<file path="config.mk">
export PLATFORM = sky130hd
export DESIGN_NAME = sensor_request_latch
export DESIGN_NICKNAME = d
export VERILOG_FILES = /design/src/rtl/sensor_pkg.sv /design/src/rtl/sensor_debounce.sv /design/src/rtl/sensor_request_latch.sv
export SDC_FILE = /design/constraint.sdc
export NUM_CORES = 1
export LEC_CHECK = 0
export CELL_PAD_IN_SITES_DETAIL_PLACEMENT = 1
export CELL_PAD_IN_SITES_GLOBAL_PLACEMENT = 2
export CORE_MARGIN = 3
export CORE_UTILIZATION = 38
export DETAILED_ROUTE_END_ITERATION = 12
export GPL_ROUTABILITY_DRIVEN = 0
export PLACE_DENSITY_LB_ADDON = 0.05
export SYNTH_ARGS = -nofsm -noshare
export SYNTH_HDL_FRONTEND = slang
export SYNTH_SLANG_ARGS = --single-unit
</file>
<file path="constraint.sdc">
create_clock -name clk -period 7.95 [get_ports clk]
set_clock_uncertainty 0.15 [all_clocks]
set_input_delay 1.59 -clock clk [delete_from_list [all_inputs] [get_ports clk]]
set_output_delay 1.59 -clock clk [all_outputs]
set_load 0.01 [all_outputs]
</file>
<file path="src/rtl/sensor_pkg.sv">
// sensor_pkg: shared channel/light indices, channel state encoding and popcount helper
// for the sensor_request_latch block.
`default_nettype none

package sensor_pkg;

  localparam int N_CH = 5;

  localparam int CH_LEFT_MAIN     = 0;
  localparam int CH_LEFT_CROSS    = 1;
  localparam int CH_TRAFFIC_CROSS = 2;
  localparam int CH_WALK_MAIN     = 3;
  localparam int CH_WALK_CROSS    = 4;

  // Light vectors are {red,yellow,green,yellow_arrow,green_arrow}, MSB first.
  localparam int LT_GARROW = 0;
  localparam int LT_YARROW = 1;
  localparam int LT_GREEN  = 2;
  localparam int LT_YELLOW = 3;
  localparam int LT_RED    = 4;

  localparam int STUCK_CNT_W = 29;

  typedef enum logic [1:0] {
    ST_IDLE    = 2'd0,
    ST_PENDING = 2'd1,
    ST_SERVED  = 2'd2
  } ch_state_e;

  function automatic logic [2:0] popcount5(input logic [N_CH-1:0] v);
    logic [2:0] n;
    n = '0;
    for (int i = 0; i < N_CH; i++) begin
      n = n + {2'b00, v[i]};
    end
    return n;
  endfunction

endpackage

`default_nettype wire

</file>
<file path="src/rtl/sensor_debounce.sv">
// sensor_debounce: one request channel -- 2-flop synchroniser, debounce counter,
// stable level and a one-cycle press pulse on each rising edge of the stable level.
`default_nettype none

module sensor_debounce #(
  parameter int unsigned DEBOUNCE_CYCLES = 500000
) (
  input  logic clk,
  input  logic rst,
  input  logic raw_i,
  output logic stable_o,
  output logic press_o
);

  localparam int unsigned CNT_W = $clog2(DEBOUNCE_CYCLES);

  logic             sync1_q;
  logic             sync2_q;
  logic             stable_q;
  logic             stable_prev_q;
  logic [CNT_W-1:0] cnt_q;

  // The counter only advances while the synchronised level disagrees with the
  // accepted level, so any bounce back to the old level restarts the hold time.
  always_ff @(posedge clk or posedge rst) begin
    if (rst) begin
      sync1_q       <= 1'b0;
      sync2_q       <= 1'b0;
      stable_q      <= 1'b0;
      stable_prev_q <= 1'b0;
      cnt_q         <= '0;
    end else begin
      sync1_q       <= raw_i;
      sync2_q       <= sync1_q;
      stable_prev_q <= stable_q;
      if (sync2_q == stable_q) begin
        cnt_q <= '0;
      end else if (cnt_q == CNT_W'(DEBOUNCE_CYCLES - 1)) begin
        stable_q <= sync2_q;
        cnt_q    <= '0;
      end else begin
        cnt_q <= cnt_q + CNT_W'(1);
      end
    end
  end

  assign stable_o = stable_q;
  assign press_o  = stable_q & ~stable_prev_q;

endmodule

`default_nettype wire

</file>
<file path="src/rtl/sensor_request_latch.sv">
// sensor_request_latch: debounces five request switches, latches presses as pending
// requests for the traffic FSM and clears each one when its grant light shows.
// Optional stuck-switch detection is enabled by defining STUCK_DETECT_EN.
`default_nettype none

module sensor_request_latch
  import sensor_pkg::*;
#(
  parameter int unsigned DEBOUNCE_CYCLES = 500000,
  parameter int unsigned STUCK_CYCLES    = 500000000
) (
  input  logic            clk,
  input  logic            rst,
  input  logic [N_CH-1:0] raw_sw_i,
  input  logic [4:0]      main_lights_i,
  input  logic [4:0]      cross_lights_i,
  output logic [N_CH-1:0] sensors_o,
  output logic [2:0]      pending_count_o,
  output logic [N_CH-1:0] stuck_o
);

  if (DEBOUNCE_CYCLES < 2 || STUCK_CYCLES < 1) begin : g_param_check
    $error("sensor_request_latch: DEBOUNCE_CYCLES must be >= 2 and STUCK_CYCLES >= 1");
  end

  logic [N_CH-1:0] stable;
  logic [N_CH-1:0] press;
  logic [N_CH-1:0] grant;
  logic [N_CH-1:0] mask;
  logic            unused_lights;

  for (genvar gi = 0; gi < N_CH; gi++) begin : g_ch
    sensor_debounce #(
      .DEBOUNCE_CYCLES(DEBOUNCE_CYCLES)
    ) u_debounce (
      .clk     (clk),
      .rst     (rst),
      .raw_i   (raw_sw_i[gi]),
      .stable_o(stable[gi]),
      .press_o (press[gi])
    );
  end

  // Both cross-street requests are served by the cross green.
  assign grant[CH_LEFT_MAIN]     = main_lights_i[LT_GARROW];
  assign grant[CH_LEFT_CROSS]    = cross_lights_i[LT_GARROW];
  assign grant[CH_TRAFFIC_CROSS] = cross_lights_i[LT_GREEN];
  assign grant[CH_WALK_MAIN]     = main_lights_i[LT_GREEN];
  assign grant[CH_WALK_CROSS]    = cross_lights_i[LT_GREEN];

  assign unused_lights = ^{main_lights_i[LT_RED], main_lights_i[LT_YELLOW], main_lights_i[LT_YARROW],
                           cross_lights_i[LT_RED], cross_lights_i[LT_YELLOW], cross_lights_i[LT_YARROW]};

`ifdef STUCK_DETECT_EN
  logic [N_CH-1:0] stuck_q;
  logic [N_CH-1:0] stuck_set;

  for (genvar gi = 0; gi < N_CH; gi++) begin : g_stuck
    logic [STUCK_CNT_W-1:0] cnt_q;
    logic                   flag_q;

    assign stuck_set[gi] = stable[gi] & ~flag_q & (cnt_q == STUCK_CNT_W'(STUCK_CYCLES - 1));
    assign stuck_q[gi]   = flag_q;

    always_ff @(posedge clk or posedge rst) begin
      if (rst) begin
        cnt_q  <= '0;
        flag_q <= 1'b0;
      end else if (!stable[gi]) begin
        cnt_q  <= '0;
        flag_q <= 1'b0;
      end else begin
        if (!flag_q) begin
          cnt_q <= cnt_q + STUCK_CNT_W'(1);
        end
        if (stuck_set[gi]) begin
          flag_q <= 1'b1;
        end
      end
    end
  end

  assign mask    = stuck_q | stuck_set;
  assign stuck_o = stuck_q;
`else
  logic unused_stable;
  assign unused_stable = ^stable;
  assign mask          = '0;
  assign stuck_o       = '0;
`endif

  ch_state_e       state_q [N_CH];
  ch_state_e       state_d [N_CH];
  logic [N_CH-1:0] sensors_d;

  always_comb begin
    state_d   = state_q;
    sensors_d = '0;
    for (int i = 0; i < N_CH; i++) begin
      case (state_q[i])
        ST_IDLE:    if (press[i]) state_d[i] = grant[i] ? ST_SERVED : ST_PENDING;
        ST_PENDING: if (grant[i]) state_d[i] = ST_SERVED;
        ST_SERVED:  if (!grant[i]) state_d[i] = ST_IDLE;
        default:    state_d[i] = ST_IDLE;
      endcase
      if (mask[i]) begin
        state_d[i] = ST_IDLE;
      end
      sensors_d[i] = (state_d[i] == ST_PENDING);
    end
  end

  always_ff @(posedge clk or posedge rst) begin
    if (rst) begin
      for (int i = 0; i < N_CH; i++) begin
        state_q[i] <= ST_IDLE;
      end
      sensors_o       <= '0;
      pending_count_o <= '0;
    end else begin
      state_q         <= state_d;
      sensors_o       <= sensors_d;
      pending_count_o <= popcount5(sensors_d);
    end
  end

endmodule

`default_nettype wire

</file>
==> results of run 1 <==
[registers in the layout (all words and copies together) (netlist names)]
signal / flops
g_ch.u_debounce.sync1_q: 5
g_ch.u_debounce.sync2_q: 5
sensors_o: 5
g_ch.u_debounce.stable_prev_q: 5
g_ch.u_debounce.stable_o: 5
g_ch.u_debounce.cnt_q: 95
state_q: 10
pending_count_o: 3
[cells in the final DEF, fill, tap and decap left out, types with 2 or more instances in the layout]
cell type | netlist | final
dfrtp_1 | 133 | 133
nor2_1 | 70 | 70
nand2_1 | 39 | 39
a21oi_1 | 34 | 34
inv_1 | 33 | 32
xor2_1 | 32 | 32
xnor2_1 | 32 | 32
nand4_1 | 25 | 25
nand3_1 | 25 | 25
nor3_1 | 21 | 21
clkdlybuf4s50_1 | 0 | 18
or4_1 | 17 | 17
clkbuf_16 | 0 | 17
or3_1 | 15 | 15
o31ai_1 | 14 | 14
nor4_1 | 13 | 13
o21ai_0 | 11 | 11
and4_1 | 10 | 10
ha_1 | 6 | 6
and2_1 | 5 | 5
or4b_1 | 5 | 5
mux2_2 | 5 | 5
conb_1 | 1 | 5
clkbuf_8 | 0 | 5
buf_4 | 6 | 5
nor2b_1 | 4 | 4
and3_1 | 4 | 4
nand3_2 | 3 | 3
o31ai_2 | 3 | 3
bufinv_16 | 0 | 3
or3b_2 | 2 | 2
or2_2 | 2 | 2
fa_1 | 2 | 2
clkbuf_1 | 7 | 2
[power by group through the flow]
stage / Combinational, µW / Sequential (µW) / Clock [µW]
after floorplan: 31.8 / 704 / 0
after global placement: 46.2 / 706 / 0
after detailed placement: 47.6 / 706 / 0
after CTS: 48.1 / 694 / 820
after global routing: 53.9 / 695 / 853
final: 45.5 / 694 / 799
[stage by stage]
stage | total power, µW | utilization, %
global placement | 752 | 42.1
detailed placement | 754 | 42.1
finish | 1540 | 45.9
global route | 1600 | 45.9
CTS | 1560 | 45.9
floorplan | 736 | -
[worst max path at each step]
stage | startpoint | endpoint | slack, ns | cells past startpoint
2_1_floorplan | rst | g_ch[0].u_debounce.cnt_q[0] | 2.66 | 1
3_3_place_gp | main_lights_i[2] | pending_count_o[1] | 4.09 | 7
3_5_place_dp | cross_lights_i[0] | pending_count_o[1] | 4.05 | 7
4_1_cts | cross_lights_i[0] | pending_count_o[1] | 4.50 | 7
5_1_grt | main_lights_i[2] | pending_count_o[1] | 4.38 | 7
6_report | cross_lights_i[0] | pending_count_o[1] | 4.50 | 7
[logic make-up after synthesis]
logic type,share of synthesized area [%]
AND/OR/NAND/NOR,23.2
multiplexers,0.921
flip-flops,54.5
other,0.0614
XOR/XNOR,9.17
buffers and inverters,3.60
AO/OA/AOI/OAI,6.69
adder cells (fa/ha/maj),1.88
[worst max-delay path, stage by stage]
cell and delay [ns]:
clkdlybuf4s50_1 0.44, nor3_1 0.28, inv_1 0.12, fa_1 0.51, fa_1 0.37, inv_1 0.06, ha_1 0.22
[routing by layer]
metal	routed length, µm	vias up	share of wire [%]
met1	6090	2230	48
met5	0	-	0
met3	359	19	2.9
li1	-	2116	-
met2	5890	36	47
met4	215	0	1.7
[cell type report]
| class | instances | area share, % |
|---|---|---|
| clock buffer | 24 | 7.05 |
| clock inverter | 4 | 1.34 |
| inverter | 33 | 1.81 |
| multi-input combinational | 411 | 36.2 |
| sequential | 133 | 46.8 |
| tap | 211 | 3.71 |
| timing repair buffer | 23 | 3.06 |
==> reports/results.txt, run 1 <==
CP arrival = 3.60 ns
EDFF count, synth = 0
Ys Warns = 0
Iter 0 DRT Violations = 170
Hold EP = g_ch[1].u_debounce.sync2_q
H-tree levels = 4
worst setup margin = 4.50 ns
leak pwr = 0.00292 µW
Worst-path clk slew = 0.06 ns
post-route cell area = 7110 µm²
Setup TNS = 0 ns
Int Pwr = 1230 µW
met2 usage in global routing = 24.3%
combinational share of power = 3.0%
DRT Pass-1 Iters = 4
Max Clk Rate = 290 MHz
vias in the first global route = 4624
worst hold slack = 0.194 ns
Wirelength per Cell = 15.0 µm
RSZ-0062 raised after global routing = no
initial core utilization = 39.5%
Post-Syn Instances = 591
IO Count = 30
antenna violations before repair = 0
Post-synth top cells = dfrtp_1 (133), nor2_1 (70), nand2_1 (39)
drt total wl = 12.6 mm
sequential element share of the synthesized area = 54.5%
port buffer count = 18
Die Ht = 133 µm
clock latency on the worst-skew pair = 0.42 ns
Worst EP required = 8.09 ns
DR vias/cell = 5.25
hold path cells = 0
Hold Path Class = flip-flop to flip-flop
Synth cell types = 38
layout cells sized above 1 = 8.12%
DRT antenna net count = 0
clock share of power = 51.9%
Hold Path Origin = g_ch[1].u_debounce.sync1_q
CP endpoint kind = flip-flop
main flop type after synthesis = dfrtp_1
fin cells = 839
Filler cells = 1724
CTS Sinks = 133
Placement Setup Slack = 4.05 ns
Rel. slew slack = 39.9%
vias = 4401
first-pass GRT wire length = 22.2 mm
max-slew violation count = 0
final hold vios = 0
path depth of the worst reg2reg path = 5
TritonCTS Buffers = 17
final net count = 644
worst r2r src = g_ch[4].u_debounce.cnt_q[11]
cts repair resizes = 0
CP Max Fanout = 3
GRT Overall Usage = 15.4%
register area = 3330 µm²
status = complete, no violations
Netlist Area Pre-Place = 6110 µm²
reg2reg end = g_ch[4].u_debounce.cnt_q[16]
dpl cells = 811
Area contributors post-synth = dfrtp_1 (54%), xnor2_1 (4.6%), xor2_1 (4.6%), nor2_1 (4.3%), a21oi_1 (2.8%)
top cell type's share of synthesized area = 54.5%
Setup crit start kind = input pin
top-count cell post-synth = dfrtp_1
met3 usage = 3.92%
Worst Tran Pin Value = 0.901 ns
max cap viols = 0
largest net degree at the start of global routing = 73
Max Root-Sink Buffers = 2
P&R area growth vs syn = 16.4%
Core ar. = 15500 µm²
ys async rst share = 100%
crit path kind = input pin to flip-flop
Cell Area, Placed = 6520 µm²
setup violators final = 0
busiest layer in global routing = met2
final critical-path share of the clock period = 43.4%
global route overflow = 0
cts hold-fix bufs = 0
Sw Pwr = 311 µW
fin crit period = 3.45 ns
Sw Ratio = 20.2%
Die Footprint = 17600 µm²
leading area contributor after synthesis = dfrtp_1
CTS tree = built
DPL Wire Length = 8.47 mm
Synth Register Bits = 133
multi-input logic area = 2580 µm²
power density over the cells = 216 nW/µm²
VDD IR max = 0.000145 V
GR Layer Usage met1 = 20.6%
Die Wd = 133 µm
Post-CTS Setup Inserts = 0
root buf cell = clkbuf_16
sequential share of power = 45.1%
Avg Inst Size Synth = 10.3 µm²
n_diodes = 0
Worst R2R Setup Slack = 5.50 ns
FP Rows = 45
# DRC = 0
Power figures use the tool's default switching activity.
==> inputs of run 2 (changes only) <==
--- a/config.mk
+++ b/config.mk
@@ -8,7 +8,7 @@
 export CELL_PAD_IN_SITES_DETAIL_PLACEMENT = 1
 export CELL_PAD_IN_SITES_GLOBAL_PLACEMENT = 2
 export CORE_MARGIN = 3
-export CORE_UTILIZATION = 38
+export CORE_UTILIZATION = 36
 export DETAILED_ROUTE_END_ITERATION = 12
 export GPL_ROUTABILITY_DRIVEN = 0
 export PLACE_DENSITY_LB_ADDON = 0.05
==> constraint.sdc (replaced) <==
create_clock -name clk -period 2.8 [get_ports clk]
set_clock_uncertainty 0.15 [all_clocks]
set_input_delay 0.56 -clock clk [delete_from_list [all_inputs] [get_ports clk]]
set_output_delay 0.56 -clock clk [all_outputs]
set_load 0.01 [all_outputs]
==> run 2 against run 1 <==
Sequential cell count did not move. Setup slack lost 4.1 ns. Sequential power increased to 2.8 times the previous value. First-iteration DRC count fell by 23%. Global-route usage rose by 0.19 points. Combinational power increased to 3.0 times the previous value. Largest power group unchanged.
==> reports/results.txt, run 2 (synthesis gave the netlist of run 1 again) <==
cts repair resizes = 0 (unchanged)
most frequent cells in the layout = dfrtp_1 (133), nor2_1 (70), nand2_1 (39)
Post-CTS Setup Inserts = 0 (unchanged)
drt total wl = 13.0 mm (+3.8%)
met3 usage = 3.85% (-0.067 points)
Hold EP = g_ch[1].u_debounce.sync2_q
IO Count = 30 (unchanged)
max-slew violation count = 0 (unchanged)
port buffer count = 18 (unchanged)
largest net degree at the start of global routing = 134 (+84%)
dpl cells = 828 (+2.1%)
H-tree levels = 4 (unchanged)
leak pwr = 0.00298 µW (+1.9%)
CP arrival = 2.54 ns (-1.06 ns)
worst hold slack = 0.197 ns (+0.00246 ns)
DR vias/cell = 5.08 (-3.2%)
antenna violations before repair = 0 (unchanged)
GR Layer Usage met1 = 20.3% (-0.30 points)
Worst EP required = 2.95 ns (-5.14 ns)
top flop regs = g_ch.u_debounce.cnt_q x95, state_q x10
Die Footprint = 18600 µm² (+5.3%)
Worst-path clk slew = 0.06 ns (about the same)
FP Rows = 47 (+4.4%)
reg2reg end = g_ch[1].u_debounce.cnt_q[7]
Max Clk Rate = 419 MHz
Iter 0 DRT Violations = 131 (-23%)
root buf cell = clkbuf_16
RSZ-0062 raised after global routing = no
fin crit period = 2.39 ns
VDD IR max = 0.000450 V (+210%)
fin cells = 860 (+2.5%)
met2 usage in global routing = 25.3% (+1.0 points)
first-pass GRT wire length = 23.2 mm (+4.6%)
status = complete, no violations
Cell Area, Placed = 6600 µm² (+1.3%)
Largest Register = g_ch.u_debounce.cnt_q
DRT antenna net count = 0 (unchanged)
worst r2r src = g_ch[1].u_debounce.cnt_q[12]
worst setup margin = 0.411 ns (-4.09 ns)
max reg flops = 95 (unchanged)
max cap viols = 0 (unchanged)
Max Root-Sink Buffers = 2 (unchanged)
cts hold-fix bufs = 0 (unchanged)
Hold Path Class = flip-flop to flip-flop
GRT Overall Usage = 15.6% (+0.19 points)
P&R area growth vs syn = 18.7%
Core ar. = 16600 µm² (+7.1%)
CP endpoint kind = flip-flop
vias = 4366 (-0.80%)
Worst R2R Setup Slack = 0.43 ns (-5.07 ns)
# DRC = 0 (unchanged)
CP Max Fanout = 2 (-1)
CTS tree = built
final net count = 652 (+1.2%)
TritonCTS Buffers = 17 (unchanged)
layout cells sized above 1 = 10.2% (+2.0 points)
post-route cell area = 7260 µm² (+2.0%)
Hold Path Origin = g_ch[1].u_debounce.sync1_q
vias in the first global route = 4668 (+0.95%)
final critical-path share of the clock period = 85.3%
commonest non-fill, non-tap cell in the layout = dfrtp_1
CTS Sinks = 133 (unchanged)
DRT Pass-1 Iters = 4 (unchanged)
Die Ht = 136 µm (+2.6%)
Setup crit start kind = input pin
n_diodes = 0 (unchanged)
Core Util, Final = 43.8% (-2.2 points)
path depth of the worst reg2reg path = 4 (-1)
clock latency on the worst-skew pair = 0.42 ns (about the same)
crit path kind = input pin to flip-flop
final hold vios = 0 (unchanged)
hold path cells = 0 (unchanged)
Wirelength per Cell = 15.2 µm (+1.2%)
initial core utilization = 36.9% (-2.6 points)
Rel. slew slack = 49.8% (+9.9 points)
Die Wd = 136 µm (+2.6%)
Filler cells = 1826 (+5.9%)
global route overflow = 0 (unchanged)
setup violators final = 0 (unchanged)
DPL Wire Length = 8.68 mm (+2.4%)
busiest layer in global routing = met2
power density over the cells = 631 nW/µm² (+190%)
Worst Tran Pin Value = 0.753 ns (-0.149 ns)
Placement Setup Slack = -0.0448 ns (-4.09 ns)
[run 2: worst max-delay path, stage by stage]
cell	delay, ns
clkdlybuf4s50_1	0.44
nor3_1	0.22
buf_4	0.15
inv_1	0.05
fa_1	0.48
fa_1	0.37
inv_1	0.06
ha_1	0.21
[run 2: worst max-delay path by stage]
| stage | from | end | slack [ns] | cells after the start |
|---|---|---|---|---|
| 2_1_floorplan | rst | g_ch[0].u_debounce.cnt_q[0] | 0.44 | 1 |
| 3_3_place_gp | main_lights_i[2] | pending_count_o[1] | -0.07 | 8 |
| 3_5_place_dp | main_lights_i[2] | pending_count_o[1] | -0.04 | 8 |
| 4_1_cts | main_lights_i[2] | pending_count_o[1] | 0.41 | 8 |
| 5_1_grt | main_lights_i[2] | pending_count_o[1] | 0.27 | 8 |
| 6_report | main_lights_i[2] | pending_count_o[1] | 0.41 | 8 |
[run 2: layout make-up]
cell class / instances / area, µm² / area share, %
Clock inverter: 13 / 204 / 2.81
Multi-Input combinational cell: 411 / 2580 / 35.5
Clock buffer: 19 / 453 / 6.24
Timing Repair Buffer: 31 / 290 / 4.00
Inverter: 33 / 128 / 1.76
Tap cell: 220 / 275 / 3.79
Sequential cell: 133 / 3330 / 45.9
[run 2: power by group]
part	internal [µW]	total (µW)	switching, µW
logic	46.9	137	90.0
registers	1950	1970	23.0
clock network	1620	2470	852
total	3620	4580	965
[run 2: layer usage]
layer	part of all wire, %	wire length [µm]
met5	0	0
met4	1.6	212
met3	2.2	284
met2	49	6370
met1	47	6160
[run 2: per-stage QoR]
step / setup TNS [ns] / power, µW
floorplan: 0 / 2090
global placement: -0.0711 / 2150
detailed placement: -0.0448 / 2150
CTS: 0 / 4670
global route: 0 / 4770
finish: 0 / 4580
